==> config.mk <==
export PLATFORM = sky130hd
export DESIGN_NAME = xma_coef_loader_flat
export DESIGN_NICKNAME = d
export VERILOG_FILES = /design/src/rtl/xma_coef_loader_if.sv /design/src/rtl/xma_coef_loader.sv /design/src/flat_wrapper.sv
export SDC_FILE = /design/constraint.sdc
export NUM_CORES = 1
export LEC_CHECK = 0
export BUFFER_PORTS_ARGS = -buffer_cell sky130_fd_sc_hd__buf_4
export CAP_MARGIN = 40
export CORE_MARGIN = 8
export CORE_UTILIZATION = 30
export CTS_CLUSTER_SIZE = 25
export DETAILED_ROUTE_END_ITERATION = 8
export GPL_TIMING_DRIVEN = 0
export HOLD_SLACK_MARGIN = 0.03
export SYNTH_ARGS = -nofsm -noshare
export SYNTH_HDL_FRONTEND = slang
export SYNTH_SLANG_ARGS = --single-unit
==> constraint.sdc <==
create_clock -name clk -period 4.8 [get_ports clk]
set_input_delay 0 -clock clk [delete_from_list [all_inputs] [get_ports clk]]
set_output_delay 0 -clock clk [all_outputs]
set_load 0.005 [all_outputs]
==> src/rtl/xma_coef_loader_if.sv <==
// Host-side write bus of the crosstalk coefficient loader: coefficient writes, shadow clear
// and commit request, with back-pressure on writes.
interface xma_coef_loader_if #(
    parameter int NQDRV     = 4,
    parameter int COEFWIDTH = 32
);
    localparam int ADDRWIDTH = $clog2(NQDRV * NQDRV);

    logic                 wr_valid;
    logic                 wr_ready;
    logic [ADDRWIDTH:0]   wr_addr;
    logic [COEFWIDTH-1:0] wr_data;
    logic                 clr;
    logic                 commit_req;

    modport master (
        output wr_valid, wr_addr, wr_data, clr, commit_req,
        input  wr_ready
    );

    modport slave (
        input  wr_valid, wr_addr, wr_data, clr, commit_req,
        output wr_ready
    );
endinterface

==> src/rtl/xma_coef_loader.sv <==
// Shadow/active coefficient matrix for the xma block: host writes the shadow copy, a commit
// copies it to the active copy on the next frame sync. Optional readback: XMA_COEF_RDBK_EN.
module xma_coef_loader #(
    parameter  int NQDRV     = 4,
    parameter  int COEFWIDTH = 32,
    localparam int ADDRWIDTH = $clog2(NQDRV * NQDRV)
) (
    input  logic                             clk,
    input  logic                             reset,
    xma_coef_loader_if.slave                 bus,
    input  logic                             sync,
    output logic                             pending,
    output logic                             commit_done,
    output logic [15:0]                      commit_cnt,
    output logic                             err_addr,
    output logic [NQDRV*NQDRV*COEFWIDTH-1:0] coef
`ifdef XMA_COEF_RDBK_EN
    ,
    input  logic [ADDRWIDTH-1:0]             rd_addr,
    input  logic                             rd_sel,
    output logic [COEFWIDTH-1:0]             rd_data
`endif
);
    localparam int                 NWORDS   = NQDRV * NQDRV;
    localparam logic [ADDRWIDTH:0] NWORDS_A = NWORDS[ADDRWIDTH:0];

    typedef enum logic [0:0] {
        ST_IDLE    = 1'b0,
        ST_PENDING = 1'b1
    } state_t;

    state_t                           state_r;
    state_t                           state_nxt_s;
    logic                             copy_s;
    logic                             wr_ready_s;
    logic                             wr_fire_s;
    logic                             in_range_s;
    logic                             clr_s;
    logic [COEFWIDTH-1:0]             shadow_r [NWORDS];
    logic [NWORDS*COEFWIDTH-1:0]      active_r;
    logic                             commit_done_r;
    logic [15:0]                      commit_cnt_r;
    logic                             err_addr_r;

    assign wr_ready_s   = (state_r == ST_IDLE) & ~reset;
    assign wr_fire_s    = bus.wr_valid & wr_ready_s;
    assign in_range_s   = (bus.wr_addr < NWORDS_A);
    // The shadow is frozen while a commit is pending, so a clear is only honoured in IDLE.
    assign clr_s        = bus.clr & (state_r == ST_IDLE);
    assign bus.wr_ready = wr_ready_s;

    // Next-state logic; the copy strobe only fires on a sync seen while already pending.
    always_comb begin
        state_nxt_s = state_r;
        copy_s      = 1'b0;
        case (state_r)
            ST_IDLE: begin
                if (bus.commit_req) begin
                    state_nxt_s = ST_PENDING;
                end else begin
                    state_nxt_s = ST_IDLE;
                end
            end
            ST_PENDING: begin
                if (sync) begin
                    state_nxt_s = ST_IDLE;
                    copy_s      = 1'b1;
                end else begin
                    state_nxt_s = ST_PENDING;
                end
            end
            default: begin
                state_nxt_s = ST_IDLE;
                copy_s      = 1'b0;
            end
        endcase
    end

    // State register.
    always_ff @(posedge clk) begin
        if (reset) begin
            state_r <= ST_IDLE;
        end else begin
            state_r <= state_nxt_s;
        end
    end

    // Shadow matrix: an accepted in-range write beats a same-cycle clear for its own word.
    always_ff @(posedge clk) begin
        if (reset) begin
            for (int i = 0; i < NWORDS; i++) begin
                shadow_r[i] <= {COEFWIDTH{1'b0}};
            end
        end else begin
            for (int i = 0; i < NWORDS; i++) begin
                if (wr_fire_s && in_range_s && (bus.wr_addr[ADDRWIDTH-1:0] == ADDRWIDTH'(i))) begin
                    shadow_r[i] <= bus.wr_data;
                end else if (clr_s) begin
                    shadow_r[i] <= {COEFWIDTH{1'b0}};
                end
            end
        end
    end

    // Active matrix plus commit pulse and counter, all updated on the same copy edge.
    always_ff @(posedge clk) begin
        if (reset) begin
            active_r      <= {(NWORDS*COEFWIDTH){1'b0}};
            commit_done_r <= 1'b0;
            commit_cnt_r  <= 16'd0;
        end else if (copy_s) begin
            for (int i = 0; i < NWORDS; i++) begin
                active_r[i*COEFWIDTH +: COEFWIDTH] <= shadow_r[i];
            end
            commit_done_r <= 1'b1;
            commit_cnt_r  <= commit_cnt_r + 16'd1;
        end else begin
            commit_done_r <= 1'b0;
        end
    end

    // Sticky out-of-range write flag; only reset clears it.
    always_ff @(posedge clk) begin
        if (reset) begin
            err_addr_r <= 1'b0;
        end else if (wr_fire_s && !in_range_s) begin
            err_addr_r <= 1'b1;
        end
    end

    assign pending     = (state_r == ST_PENDING);
    assign commit_done = commit_done_r;
    assign commit_cnt  = commit_cnt_r;
    assign err_addr    = err_addr_r;
    assign coef        = active_r;

`ifdef XMA_COEF_RDBK_EN
    logic [COEFWIDTH-1:0] rd_data_r;

    // Registered readback; sampling pre-edge contents yields the old word on a write collision.
    always_ff @(posedge clk) begin
        if (reset) begin
            rd_data_r <= {COEFWIDTH{1'b0}};
        end else if ({1'b0, rd_addr} >= NWORDS_A) begin
            rd_data_r <= {COEFWIDTH{1'b0}};
        end else if (rd_sel) begin
            rd_data_r <= active_r[int'(rd_addr)*COEFWIDTH +: COEFWIDTH];
        end else begin
            rd_data_r <= shadow_r[rd_addr];
        end
    end

    assign rd_data = rd_data_r;
`endif
endmodule
==> src/flat_wrapper.sv <==
// flat-port wrapper written by rule: the top's interface ports become plain ports
module xma_coef_loader_flat 
#(
    parameter  int NQDRV     = 4,
    parameter  int COEFWIDTH = 32,
    localparam int ADDRWIDTH = $clog2(NQDRV * NQDRV)
)
  (clk, reset, sync, pending, commit_done, commit_cnt, err_addr, coef, bus_wr_valid, bus_wr_addr, bus_wr_data, bus_clr, bus_commit_req, bus_wr_ready);
  xma_coef_loader_if #(.NQDRV(NQDRV), .COEFWIDTH(COEFWIDTH)) bus_i ();
  input  logic clk;
  input  logic reset;
  input  logic sync;
  output logic pending;
  output logic commit_done;
  output logic [15:0] commit_cnt;
  output logic err_addr;
  output logic [NQDRV*NQDRV*COEFWIDTH-1:0] coef;
  input wire logic [$bits(bus_i.wr_valid)-1:0] bus_wr_valid;
  input wire logic [$bits(bus_i.wr_addr)-1:0] bus_wr_addr;
  input wire logic [$bits(bus_i.wr_data)-1:0] bus_wr_data;
  input wire logic [$bits(bus_i.clr)-1:0] bus_clr;
  input wire logic [$bits(bus_i.commit_req)-1:0] bus_commit_req;
  output wire logic [$bits(bus_i.wr_ready)-1:0] bus_wr_ready;
  assign bus_i.wr_valid = bus_wr_valid;
  assign bus_i.wr_addr = bus_wr_addr;
  assign bus_i.wr_data = bus_wr_data;
  assign bus_i.clr = bus_clr;
  assign bus_i.commit_req = bus_commit_req;
  assign bus_wr_ready = bus_i.wr_ready;
  xma_coef_loader #(.NQDRV(NQDRV), .COEFWIDTH(COEFWIDTH)) u_core (.clk(clk), .reset(reset), .bus(bus_i), .sync(sync), .pending(pending), .commit_done(commit_done), .commit_cnt(commit_cnt), .err_addr(err_addr), .coef(coef));
endmodule
Word-level counts from Yosys, hierarchy flattened
Memory sizes are Yosys's and may differ from the RTL's. A register that Yosys moved wholly into a read port is not among the register bits. Cells that the tools add are included.

Memories kept: 1. Register bits: 19. Output and inout port bits: 532. Memory bits (writable): 512.

Memory list: u_core.shadow_r (depth 16, bits a word 32, read ports 16, clocked after Yosys merged registers in 16, wr ports 16, RTL line xma_coef_loader.sv:39) `logic [COEFWIDTH-1:0] shadow_r [NWORDS];`.

Magnitude comparators: 1. Add/sub/neg operators: 1. Reduce and logical (&&, ||, !) cells: 20. Bitwise logic cells: 37. Eq/ne operators: 15. Mux-type cells: 137.

Operator list (count): $mux W32 (32); $mux W1 (104); $eq A4 B4 Y1 const B (8); $or A1 B1 Y1 (32); $logic_and A1 B1 Y1 (18); $add A16 B1 Y16 const B (1); $eq A4 B3 Y1 const B (4); $eq A4 B2 Y1 const B (2); $lt A5 B5 Y1 const B (1); $eq A4 B1 Y1 const B (1); $logic_not A4 Y1 (1); $and A1 B1 Y1 (3); $not A1 Y1 (2); $pmux W1 S2 (1); $logic_not A1 Y1 (1).

Depth between registers and ports, before layout
Depth after elaboration: 10. Gate-level depth with buffers: 7. Depth with buffers taken out: 5.

Worst setup path before layout
Ideal clock, no wire load.

Kind: register to register. From: register u_core.state_r (netlist: u_core.pending). To: memory u_core.shadow_r[3][4] (netlist: u_core.shadow_r[0][100]), enable pin. Path buffers: 2. Slack: 0.527 ns. Arrival time: 3.807 ns. Cell stages (with the launch flop): 6. Path through: dfxtp_1 > clkbuf_1 > or4b_1 > or3_1 > buf_2 > o21ai_0.

RTL lines: start, declared (RTL line xma_coef_loader.sv:32) `state_t state_r;`; start signal, assigned (RTL line xma_coef_loader.sv:84) `state_r <= state_nxt_s;`; end, declared (RTL line xma_coef_loader.sv:39).

==> flow_metrics.env <==
export IMPL_cp_max_fo=10
export IMPL_grt_pass1_vias=27427
export IMPL_synth_top_cell_by_area="edfxtp_1"
export IMPL_cts_reportedPaths_clkPinSlew_ps=60
export IMPL_post_cts_buffers=0
export IMPL_rsz0062_at_grt="no"
export IMPL_grt_first_pass_wirelength_mm=204
export IMPL_power_mw=19.7
export IMPL_grt_max_degree=33
export IMPL_layout_commonest_cell="nand2_1"
export IMPL_crit_buf_inv=5
export IMPL_clk_latency_ps=720
export IMPL_synth_seq_cells=1043
export IMPL_htreeDepth=3
export IMPL_final_nets=4313
export IMPL_synth_top_cell_area_share=0.413
export IMPL_synthCells=3501
export IMPL_gp_congestion=0.883
export IMPL_endpoint_kind="flip-flop"
export IMPL_cpMostUsedCell="clkbuf_1"
export IMPL_finalSetupViolCount=0
export IMPL_criticalPathCategory="flip-flop to flip-flop"
export IMPL_cts_root_buffer="clkbuf_16"
export IMPL_leakage_nw=18.3
export IMPL_wirelength_mm=147
export IMPL_overflow=0
export IMPL_routedWlPerCell_um=24.5
export IMPL_max_freq_ghz=0.260
export IMPL_path_delay_family="buffers and inverters"
export IMPL_multiInputGateArea_um2=10400
export IMPL_max_stage_delay_ps=610
export IMPL_antenna_found_initial=30
export IMPL_dpl_hpwl_mm=107
export IMPL_crit_path_cell_trace="clkbuf_1 -> nor4b_1 -> nand3_1 -> dlygate4sd3_1 -> clkbuf_1 -> buf_6 -> nor2_1 -> clkbuf_1 -> and2_1"
export IMPL_dieArea_um2=136000
export IMPL_ff_latch_area_um2=26000
export IMPL_clock_sinks=1043
export IMPL_track_usage=0.209
export IMPL_cp_arrival_ps=4400
export IMPL_cts_buffers_inserted=110
export IMPL_hold_viol=0
export IMPL_synth_warnings=0
export IMPL_layout_common_cells="1067 x nand2_1, 573 x buf_4, 531 x dfxtp_1, 517 x a21oi_1, 512 x edfxtp_1"
export IMPL_drc=0
export IMPL_yosysUniqueCellTypes=39
export IMPL_dr_first_iter_drc_count=2323
export IMPL_finalCritPeriodShare=0.802
export IMPL_drtAntennaViolNets=0
export IMPL_ys_seq_area_frac=0.698
export IMPL_fin_ws_ps=949
export IMPL_cp_slowest_cell="nor2_1"
export IMPL_fp_dieW_um=368
export IMPL_vdd_drop_max_mv=0.273
export IMPL_place_port_buffers=571
export IMPL_drv_slew=0
export IMPL_dp_slack_ps=1230
export IMPL_crit_required_ps=5350
export IMPL_ys_top_cells_by_area="edfxtp_1 41%, dfxtp_1 29%, nand2_1 11%, a21oi_1 7.0%, and2_1 6.5%"
export IMPL_drive_gt1_frac=0.198
export IMPL_synth_edf_count=512
export IMPL_finClkSkew_ps=39.8
export IMPL_fill_cells=12177
export IMPL_relSlewSlack=0.412
export IMPL_critPathLaunchType="flip-flop"
export IMPL_rows=129
export IMPL_fin_crit_ps=3850
export IMPL_dieHeight_um=368
export IMPL_fin_util=0.393
export IMPL_ys_flop_type="dfxtp_1"
export IMPL_core_um2=123000
export IMPL_power_density_nw_per_um2=406
export IMPL_syn_nets=3545
export IMPL_worst_slew_pin_slew_ps=882
export IMPL_status="complete, no violations"
export IMPL_drv_cap=0
export IMPL_io_pins=575
export IMPL_syn_area_per_cell_um2=10.6
export IMPL_async_flop_share=0
export IMPL_clk_path_buf_depth=3
export IMPL_syn_area_um2=37300
export IMPL_area_growth_pct=30.2
export IMPL_vias_per_cell=4.64
export IMPL_dr_total_vias=27912
export IMPL_cts_tree="done"
export IMPL_holdCritPathClass="input pin to flip-flop"
export IMPL_first_pass_iters=5
export IMPL_start_util=0.302
==> worst paths after layout <==
| path | start | to | slack, ps | cells after the start |
|---|---|---|---|---|
| setup reg to reg | u_core.pending | u_core.shadow_r[0][233] | 950 | 9 |
| hold reg to reg | coef[464] | coef[464] | 450 | 2 |
| hold / removal | bus_wr_addr[4] | u_core.shadow_r[1][31] | 90 | 5 |
| setup / recovery | u_core.pending | u_core.shadow_r[0][233] | 950 | 9 |
==> synthesized netlist by cell type (all sizes together) (2+ instances only) <==
master / number
xor2: 6
nand4: 5
clkbuf: 247
a21oi: 518
or3: 4
nor2b: 33
inv: 2
nand2b: 5
o31ai: 3
edfxtp: 512
buf: 18
nand2: 1067
dfxtp: 531
nand3: 5
xnor2: 6
nor4: 3
and4: 3
nor2: 117
o21ai: 18
nor3: 4
and2: 385
==> kinds of logic (layout without fill, tap and decap cells) <==
| kind of cell | count (synthesis) | in the layout | synth area share |
|---|---|---|---|
| adder cells (fa/ha/maj) | 1 | 1 | 0.000336 |
| buffers and inverters | 267 | 1129 | 0.0282 |
| flip-flops | 1043 | 1043 | 0.698 |
| AO/OA/AOI/OAI | 542 | 542 | 0.0737 |
| AND/OR/NAND/NOR | 1636 | 1636 | 0.197 |
| XOR/XNOR | 12 | 12 | 0.00282 |
| other | 0 | 12 | 0 |
==> sequential cells by signal (all words and copies together) (netlist names) <==
signal	flops
coef	512
u_core.commit_cnt	16
u_core.commit_done	1
u_core.err_addr	1
u_core.pending	1
u_core.shadow_r	512
==> timing repair <==
| action | 4_1_cts | 5_1_grt |
|---|---|---|
| hold buffers | 43 | 0 |
| gates resized for setup | 0 | 0 |
| setup endpoints to repair | 0 | 0 |
| hold endpoints to repair | 213 | 0 |
==> layout make-up <==
class / count / area share
Antenna cell: 12 / 0.000619
Buffer: 265 / 0.0222
Clock buffer: 158 / 0.0644
Clock inverter: 48 / 0.00944
Inverter: 2 / 0.000155
Multi-Input combinational cell: 2191 / 0.214
Sequential cell: 1043 / 0.536
Tap cell: 1637 / 0.0422
Timing Repair Buffer: 656 / 0.111
==> stage by stage <==
stage | instance area (um2) | hold WS (ps) | setup TNS, ps | instances
after floorplan | 37300 | 143 | 0 | 3501
after global placement | 43600 | 263 | -496230 | 5709
after detailed placement | 44500 | 268 | 0 | 5751
after CTS | 48500 | 33.8 | 0 | 6000
after global routing | 48500 | 78.7 | 0 | 6003
final | 48500 | 89.6 | 0 | 6012
==> metal layers <==
layer	up-vias	track usage	part of all wire
li1	13129	-	-
met1	13504	0.263	0.40
met2	1064	0.347	0.47
met3	211	0.0571	0.092
met4	4	0.0714	0.035
met5	-	0	0.00020
==> report_power, final <==
part | total, mW | internal (mW) | switching (mW)
clock | 8.49 | 4.77 | 3.71
combinational | 1.28 | 0.396 | 0.886
sequential | 9.91 | 9.75 | 0.161
==> tightest hold or removal path: stages <==
cell    delay, ps
buf_4         110
or4b_1        120
or3_4         140
nor4_4         70
and2_1        150
No activity file was read; power rests on OpenSTA's default activity.
